--- config.mk ---
export PLATFORM = sky130hd
export DESIGN_NAME = bus_store_buffer
export DESIGN_NICKNAME = d
export VERILOG_FILES = /design/src/rtl/store_buf_pkg.sv /design/src/rtl/store_buf_match.sv /design/src/rtl/bus_store_buffer.sv
export SDC_FILE = /design/constraint.sdc
export NUM_CORES = 1
export LEC_CHECK = 0
export CORE_MARGIN = 2
export CORE_UTILIZATION = 56
export DETAILED_ROUTE_END_ITERATION = 7
export GPL_TIMING_DRIVEN = 0
export PLACE_DENSITY = 0.82
export SLEW_MARGIN = 0
export SYNTH_ARGS = -nofsm -noshare
export SYNTH_HDL_FRONTEND = slang
export SYNTH_HIERARCHICAL = 1
export SYNTH_SLANG_ARGS = --single-unit
--- constraint.sdc ---
create_clock -name clk -period 7.9 [get_ports clk]
set_input_delay 1.58 -clock clk [delete_from_list [all_inputs] [get_ports clk]]
set_output_delay 1.58 -clock clk [all_outputs]
set_load 0.05 [all_outputs]
--- src/rtl/store_buf_pkg.sv ---
// Shared constants, helpers and the default-width entry layout for the bus store buffer.
package store_buf_pkg;

   localparam int WORD_LSB   = 2;
   localparam int DEF_ADDR_W = 32;
   localparam int DEF_DATA_W = 32;

   // Pointer width carries one wrap bit above the index so full and empty differ.
   function automatic int ptr_w(input int depth);
      return $clog2(depth) + 1;
   endfunction

   typedef struct packed {
      logic [DEF_ADDR_W-1:0]   addr;
      logic [DEF_DATA_W-1:0]   data;
      logic [DEF_DATA_W/8-1:0] strb;
   } store_entry_t;

endpackage

--- src/rtl/store_buf_match.sv ---
// DEPTH-way word-address comparator; one hit bit per entry, gated by that entry's valid bit.
module store_buf_match
   import store_buf_pkg::*;
#(
   parameter int ADDR_W = 32,
   parameter int DEPTH  = 4
) (
   input  logic [DEPTH-1:0][ADDR_W-WORD_LSB-1:0] words,
   input  logic [DEPTH-1:0]                      valid,
   input  logic [ADDR_W-WORD_LSB-1:0]            key,
   output logic [DEPTH-1:0]                      hit
);

   always_comb begin
      hit = '0;
      for (int i = 0; i < DEPTH; i++) begin
         hit[i] = valid[i] && (words[i] == key);
      end
   end

endmodule

--- src/rtl/bus_store_buffer.sv ---
// DEPTH-entry byte-strobed store FIFO between the store/load stage and the write bus, with load probe.
// Optional tail coalescing of same-word stores is enabled by defining STORE_BUF_COALESCE_EN.
module bus_store_buffer
   import store_buf_pkg::*;
#(
   parameter  int DATA_W = 32,
   parameter  int ADDR_W = 32,
   parameter  int DEPTH  = 4,
   localparam int STRB_W = DATA_W / 8
) (
   input  logic                       clk,
   input  logic                       rst_n,
   input  logic                       in_valid,
   output logic                       in_ready,
   input  logic [ADDR_W-1:0]          in_addr,
   input  logic [DATA_W-1:0]          in_data,
   input  logic [STRB_W-1:0]          in_strb,
   output logic                       bus_write_valid,
   input  logic                       bus_write_ready,
   output logic [ADDR_W-1:0]          bus_addr,
   output logic [DATA_W-1:0]          bus_dout,
   output logic [STRB_W-1:0]          bus_strb,
   input  logic [ADDR_W-1:0]          probe_addr,
   output logic                       probe_hit,
   output logic [$clog2(DEPTH+1)-1:0] count,
   output logic                       idle
);

   localparam int PTR_W  = ptr_w(DEPTH);
   localparam int IDX_W  = PTR_W - 1;
   localparam int CNT_W  = $clog2(DEPTH + 1);
   localparam int WORD_W = ADDR_W - WORD_LSB;

   typedef struct packed {
      logic [ADDR_W-1:0] addr;
      logic [DATA_W-1:0] data;
      logic [STRB_W-1:0] strb;
   } buf_entry_t;

   buf_entry_t                    mem [DEPTH];
   logic [PTR_W-1:0]              rd_ptr, wr_ptr;
   logic [DEPTH-1:0]              vld, vld_next;
   logic [CNT_W-1:0]              cnt;
   logic [IDX_W-1:0]              rd_idx, wr_idx;
   logic                          full, empty, pop, push_alloc;
   logic [DEPTH-1:0][WORD_W-1:0]  words;
   logic [DEPTH-1:0]              probe_vec;
   logic                          probe_lsb_unused;

   assign rd_idx = rd_ptr[IDX_W-1:0];
   assign wr_idx = wr_ptr[IDX_W-1:0];
   assign full   = (rd_idx == wr_idx) && (rd_ptr[PTR_W-1] != wr_ptr[PTR_W-1]);
   assign empty  = (rd_ptr == wr_ptr);

   assign bus_write_valid = !empty;
   assign pop             = bus_write_valid && bus_write_ready;
   assign bus_addr        = mem[rd_idx].addr;
   assign bus_dout        = mem[rd_idx].data;
   assign bus_strb        = mem[rd_idx].strb;
   assign count           = cnt;
   assign idle            = (cnt == '0);

   always_comb begin
      for (int i = 0; i < DEPTH; i++) begin
         words[i] = mem[i].addr[ADDR_W-1:WORD_LSB];
      end
   end

   // Only registered entries are matched, so a same-cycle push never raises probe_hit.
   store_buf_match #(.ADDR_W(ADDR_W), .DEPTH(DEPTH)) u_probe_match (
      .words (words),
      .valid (vld),
      .key   (probe_addr[ADDR_W-1:WORD_LSB]),
      .hit   (probe_vec)
   );

   assign probe_hit        = |probe_vec;
   assign probe_lsb_unused = ^probe_addr[WORD_LSB-1:0];

`ifdef STORE_BUF_COALESCE_EN
   logic [IDX_W-1:0]  tail_idx;
   logic [DEPTH-1:0]  tail_mask, tail_vec;
   logic              merge_ok, merge;
   logic [DATA_W-1:0] merge_data;
   logic [STRB_W-1:0] merge_strb;

   assign tail_idx  = wr_idx - 1'b1;
   assign tail_mask = {{(DEPTH-1){1'b0}}, 1'b1} << tail_idx;

   store_buf_match #(.ADDR_W(ADDR_W), .DEPTH(DEPTH)) u_tail_match (
      .words (words),
      .valid (vld & tail_mask),
      .key   (in_addr[ADDR_W-1:WORD_LSB]),
      .hit   (tail_vec)
   );

   // Merging is limited to a tail that is not the head, so the bus never sees an entry change under it.
   assign merge_ok   = (cnt >= CNT_W'(2)) && (|tail_vec) && (tail_idx != rd_idx)
                       && !(pop && (tail_idx == rd_idx));
   assign in_ready   = !full || merge_ok;
   assign merge      = in_valid && merge_ok;
   assign push_alloc = in_valid && !full && !merge_ok;

   always_comb begin
      merge_data = mem[tail_idx].data;
      for (int b = 0; b < STRB_W; b++) begin
         if (in_strb[b]) merge_data[8*b +: 8] = in_data[8*b +: 8];
      end
      merge_strb = mem[tail_idx].strb | in_strb;
   end

   always_ff @(posedge clk) begin
      if (push_alloc) begin
         mem[wr_idx] <= '{addr: in_addr, data: in_data, strb: in_strb};
      end else if (merge) begin
         mem[tail_idx] <= '{addr: mem[tail_idx].addr, data: merge_data, strb: merge_strb};
      end
   end
`else
   assign in_ready   = !full;
   assign push_alloc = in_valid && !full;

   always_ff @(posedge clk) begin
      if (push_alloc) begin
         mem[wr_idx] <= '{addr: in_addr, data: in_data, strb: in_strb};
      end
   end
`endif

   always_comb begin
      vld_next = vld;
      if (push_alloc) vld_next[wr_idx] = 1'b1;
      if (pop)        vld_next[rd_idx] = 1'b0;
   end

   always_ff @(posedge clk) begin
      if (!rst_n) begin
         rd_ptr <= '0;
         wr_ptr <= '0;
         vld    <= '0;
         cnt    <= '0;
      end else begin
         vld <= vld_next;
         if (push_alloc) wr_ptr <= wr_ptr + 1'b1;
         if (pop)        rd_ptr <= rd_ptr + 1'b1;
         case ({push_alloc, pop})
            2'b10:   cnt <= cnt + 1'b1;
            2'b01:   cnt <= cnt - 1'b1;
            default: cnt <= cnt;
         endcase
      end
   end

endmodule

Word level (Yosys, flattened, before mapping)

Memory sizes are Yosys's and may differ from the RTL's. A register that Yosys moved wholly into a read port is not among the register bits.
Cells that the tools add are included.

$add $sub $neg: 4
Multipliers: 0
Div/mod/pow operators: 0
$lt $le $gt $ge: 4
Equal/unequal tests: 9
Shift operators: 0
Multiplexer cells: 11
Bitwise logic cells: 3
Reduce and logical (&&, ||, !) cells: 14

Operator list:

| cell                                                                                | number |
|---|---|
| 30-bit equality test                                                                | 4 |
| 3-bit by 1-bit adder with 3-bit output, second input constant                       | 3 |
| 1-bit logical AND                                                                   | 9 |
| 4-bit 2-to-1 mux                                                                    | 2 |
| 2-bit by 3-bit < comparator with 1-bit output, second input constant                | 2 |
| 3-bit case mux with 2 select lines                                                  | 1 |
| 4-bit bitwise AND                                                                   | 1 |
| 1-bit demux with 2-bit select                                                       | 2 |
| 2-bit by 1-bit greater-or-equal comparator with 1-bit output, second input constant | 2 |
| 1-bit 2-to-1 mux                                                                    | 4 |
| 2-bit 2-to-1 mux                                                                    | 2 |
| 4-bit inverter                                                                      | 1 |
| 4-bit OR                                                                            | 1 |
| 4-bit OR reduction                                                                  | 1 |
| 3-bit equality test                                                                 | 1 |
| 3-bit zero test                                                                     | 1 |
| 3-bit by 1-bit subtractor with 3-bit output, second input constant                  | 1 |
| 2-bit by 1-bit equality test with 1-bit output, second input constant               | 1 |
| 2-bit equality test                                                                 | 1 |
| 2-bit equality test, second input constant                                          | 1 |
| 1-bit zero test                                                                     | 2 |
| 2-bit nonzero test                                                                  | 1 |
| 1-bit != test                                                                       | 1 |

Flip-flop bits (word level): 13
Bits in latches: 0
RAM bits: 272
ROM bits: 0
Bits of input ports: 104
Output and inout port bits: 75
Word-level logic and storage cells: 50
Memories kept: 1

Memories:

| memory | depth | width | rd ports | clocked after Yosys merged registers in | wr ports | line                   | text |
|---|---|---|---|---|---|---|---|
| mem    | 4     | 68    | 5        | 1                                       | 1        | bus_store_buffer.sv:40 | `buf_entry_t mem [DEPTH];` |

Depth between registers and ports, before layout

Depth after elaboration: 8
Mapped depth: 10
Depth with buffers taken out: 9

Hierarchy

Netlist, hierarchy kept.

By module, submodules not included:

| module           | instances | cells an instance | area an instance (sq um) | sequential area each (sq um) |
|---|---|---|---|---|
| bus_store_buffer | 1         | 467               | 10775.3                  | 8468.1 |
| store_buf_match  | 1         | 178               | 1508.9                   | 0.0 |

Worst setup path before layout

Ideal clock, no wire load.

Path type: input port to flip-flop
From: in in_valid
To: reg vld[3]
Library setup time: 75 ps
Arrival: 5758 ps
Data required time: 7825 ps
Slack: 2067 ps
Stages on the path: 3
Path buffers: 0
Cell sequence: nand2_1 -> a31oi_1 -> o221a_2

Longest elaborated chain between the ends: 4

Ends and longest elaborated chain:

| item                        | line                    | text |
|---|---|---|
| start: declaration          | bus_store_buffer.sv:13  | `input logic in_valid,` |
| 1-bit logical AND *         | bus_store_buffer.sv:121 | `assign push_alloc = in_valid && !full;` |
| 4-bit 2-to-1 mux *          | bus_store_buffer.sv:132 | `if (push_alloc) vld_next[wr_idx] = 1'b1;` |
| 4-bit bitwise AND (no line) | --                      |  |
| 4-bit 2-to-1 mux *          | bus_store_buffer.sv:133 | `if (pop) vld_next[rd_idx] = 1'b0;` |
| end signal: assignment      | bus_store_buffer.sv:143 | `vld <= vld_next;` |
| end: declaration            | bus_store_buffer.sv:42  | `logic [DEPTH-1:0] vld, vld_next;` |

Every way passes the cells marked *; elsewhere a longest branch is shown, timed or not.
A chain may end at the register's enable or synchronous reset.

Final worst setup path

From: in probe_addr[7]
To: out probe_hit

Longest elaborated chain between the ends: 3
Elaborated cells between the ends (all ways): 9
Classes of those cells: eq/ne: 4; reduce/logical: 5

Ends and longest elaborated chain:

| item                 | line                   | text |
|---|---|---|
| start: declaration   | bus_store_buffer.sv:23 | `input logic [ADDR_W-1:0] probe_addr,` |
| 30-bit equality test | store_buf_match.sv:17  | `hit[i] = valid[i] && (words[i] == key);` |
| 1-bit logical AND    | store_buf_match.sv:17  |  |
| via probe_vec[1]     | bus_store_buffer.sv:47 | `logic [DEPTH-1:0] probe_vec;` |
| 4-bit OR reduction   | bus_store_buffer.sv:77 | `assign probe_hit = \|probe_vec;` |
| end: declaration     | bus_store_buffer.sv:24 | `output logic probe_hit,` |

The timed path passes the listed nets, and every way through them passes these cells.

==> flow_metrics.py <==
metrics = {
    "power_and_ir_drop": {
        "pwr-share-seq": 0.379,
        "power_frac_clock": 0.242,
        "combinationalPowerShare": 0.379,
        "p_sw_mw": 1.795,
        "power_mw": 5.057,
        "power.leakage_nw": 4.801,
        "p_int_mw": 3.262,
        "powerDensity_mw_per_mm2": 331.5,
        "ir_drop_v": 0.0003396,
        "switching_share": 0.3550,
    },
    "yosys": {
        "synth_seq_cells": 287,
        "syn_area_per_cell_sq_um": 19.05,
        "ys_warn_count": 6,
        "yosys_most_used_dff": "edfxtp_1",
        "synth_edf_count": 272,
        "syn_nets": 759,
        "synth_cell_types": 38,
        "async_flop_share": 0,
        "synth_cells": 645,
        "syn_area_sq_mm": 0.01228,
        "yosysSeqAreaShare": 0.6893,
    },
    "placed_design": {
        "dp_hpwl_mm": 19.27,
        "gp_congestion": 0.8572,
        "port_buffers": 157,
    },
    "clock_tree": {
        "cts_buffer_depth": 3,
        "cts_tree": "done",
        "cts_sinks": 287,
        "numCtsBuffers": 29,
        "clock-root-buffer": "clkbuf_16",
        "cts_hold_buf": 0,
        "postCtsSetupRepairBufs": 0,
        "clkTransAtPathRegs_ps": 60,
        "h-tree-depth": 1,
        "cts_resized": 0,
        "clk_latency_ps": 550,
    },
    "timing": {
        "clock.fmax_ghz": 0.1652,
        "rsz0062_at_grt": "no",
        "fin_skew_ps": 16.93,
        "hold_ws_ps": 539.4,
        "period_share": 0.7660,
        "drv_slew": 0,
        "relSlewSlack": 0.4100,
        "fin_crit_ps": 6052,
        "tightest_slew_ps": 885.0,
        "setup_violations": 0,
        "hold_viol": 0,
        "tns_ps": 0,
    },
    "worst_setup_path": {
        "r2r-start": "wr_ptr[0]",
        "worstPathArrival_ps": 4470,
        "crit_type": "in -> out",
        "rrSetupSlack_ps": 4920,
        "crit_required_ps": 6320,
        "crit_fanout": 4,
        "cp-start-kind": "primary input",
        "crit_path_end_kind": "output pin",
        "r2r_end": "count[2]",
        "reg2reg_depth": 9,
        "cp-startpoint": "probe_addr[7]",
    },
    "drt": {
        "via_count": 6827,
        "wire_per_inst_microns": 24.19,
        "wl_mm": 27.68,
        "via_per_inst": 5.968,
        "first_pass_iters": 4,
        "drc": 0,
        "drt_first_iter_violations": 383,
        "ant_nets": 0,
    },
    "min_path": {
        "hold_depth": 2,
        "worstHoldStart": "count[2]",
        "whs_endpoint": "count[2]",
        "hold_class": "reg -> reg",
    },
    "floorplan": {
        "core_area_sq_mm": 0.02169,
        "fp.dieW_microns": 152.1,
        "io_pins": 179,
        "die_area_sq_mm": 0.02314,
        "die_y_microns": 152.1,
        "start_util": 0.5664,
        "row_count": 54,
    },
    "finish": {
        "finalNetCount": 953,
        "fin_util": 0.7034,
        "drive_above_1_share": 0.1798,
        "area_delta_synth_final_pct": 24.19,
    },
    "outcome": {
        "outcome": "completed",
    },
    "grt": {
        "antenna_found_initial": 4,
        "grt_max_degree": 45,
        "grt_pass1_vias": 7233,
        "grt_overflow": 0,
        "grt_usage": 0.2394,
        "grt_pass1_wl_mm": 42.00,
    },
    "flow_run": {
        "cap_viol_max_count": 0,
    },
}
layer usage:
layer  share of wire  routed length (microns)  GRT usage  vias to the layer above
met1            0.39                    10710     0.3109                     3486
met3           0.092                     2546    0.06959                       43
met2            0.50                    13790     0.4024                      322
met4           0.022                      613    0.06097                        2
li1                -                        -          -                     2974
met5         0.00047                       13          0                        -
worst max path at each step:
stage	end
global route	probe_hit
global placement	vld[3]
CTS	probe_hit
detailed placement	probe_hit
finish	probe_hit
floorplan	vld[3]
cell usage after synthesis (all sizes together), types with 3 or more instances:
master   count  area, sq um
a2111oi      3        57.56
a21oi        7        35.03
a31oi        4        25.02
and3         4        25.02
buf         28        202.7
clkbuf      10        37.54
dfxtp       15        300.3
edfxtp     272         8168
ha           9        112.6
inv          9        33.78
mux4        68         1531
nand2        8        30.03
nand3        4        20.02
nand3b       4        30.03
nand4       30        187.7
nor2         3        11.26
nor4        13        106.4
o21ai        4        20.02
or3          4        25.02
or4          6        45.04
xnor2      107        967.2
xor2        21        198.9
stage by stage:
stage | cells | setup slack, ps | area (sq um)
floorplan | 645 | 2067 | 12280
global placement | 1082 | -1495 | 14210
detailed placement | 1088 | 1851 | 14400
CTS | 1142 | 1832 | 15250
global route | 1144 | 1689 | 15260
finish | 1144 | 1848 | 15260
layout make-up:
class                           instances  area, sq um
Antenna cell                            2        5.005
Timing Repair Buffer                  163         1737
Clock buffer                           42        794.5
Inverter                               10        37.54
Clock inverter                         12        55.05
Multi-Input combinational cell        310         3568
Tap cell                              280        350.3
Fill cell                            1345         6432
Sequential cell                       287         8468
Buffer                                 38        240.2
sequential cells by signal (all words and copies together), names as in the netlist, named ones only:
name    flops
mem       272
vld         4
count       3
rd_ptr      3
wr_ptr      3
worst max-delay path: stages:
cell             delay (ps)
clkdlybuf4s50_1         530
xnor2_1                 260
nand4_1                 190
or4_1                   600
nor4_2                  310
or4_1                   190
clkdlybuf4s50_1         810
logic make-up after synthesis:
kind of cell               count (synthesis)  synth area share
muxes                                     68            0.1247
adders and majority gates                 10           0.01080
and+or+nand+nor                           78           0.03993
AOI/OAI and AO/OA                         26           0.01772
DFF                                      287            0.6893
xor gates and xnor gates                 128           0.09493
buffers and inverters                     48           0.02261
placed cells by master, fill, tap and decap left out, types with 9 or more instances in the layout:
cell / netlist / routed
nor4_1: 9 / 9
dfxtp_1: 15 / 15
ha_1: 9 / 9
nand4_1: 30 / 30
buf_6: 10 / 10
clkbuf_16: 0 / 29
inv_1: 9 / 9
clkbuf_1: 10 / 21
xnor2_1: 103 / 103
edfxtp_1: 272 / 272
mux4_2: 68 / 68
xor2_1: 19 / 19
buf_2: 15 / 15
clkdlybuf4s50_1: 0 / 157
power groups by stage:
stage	clock, mW	sequential, mW	combinational [mW]
floorplan	0	1.95	1.28
finish	1.23	1.91	1.92
global route	1.30	1.93	2.00
global placement	0	1.95	1.87
CTS	1.24	1.92	1.94
detailed placement	0	1.95	1.92
Power figures use the tool's default switching activity.
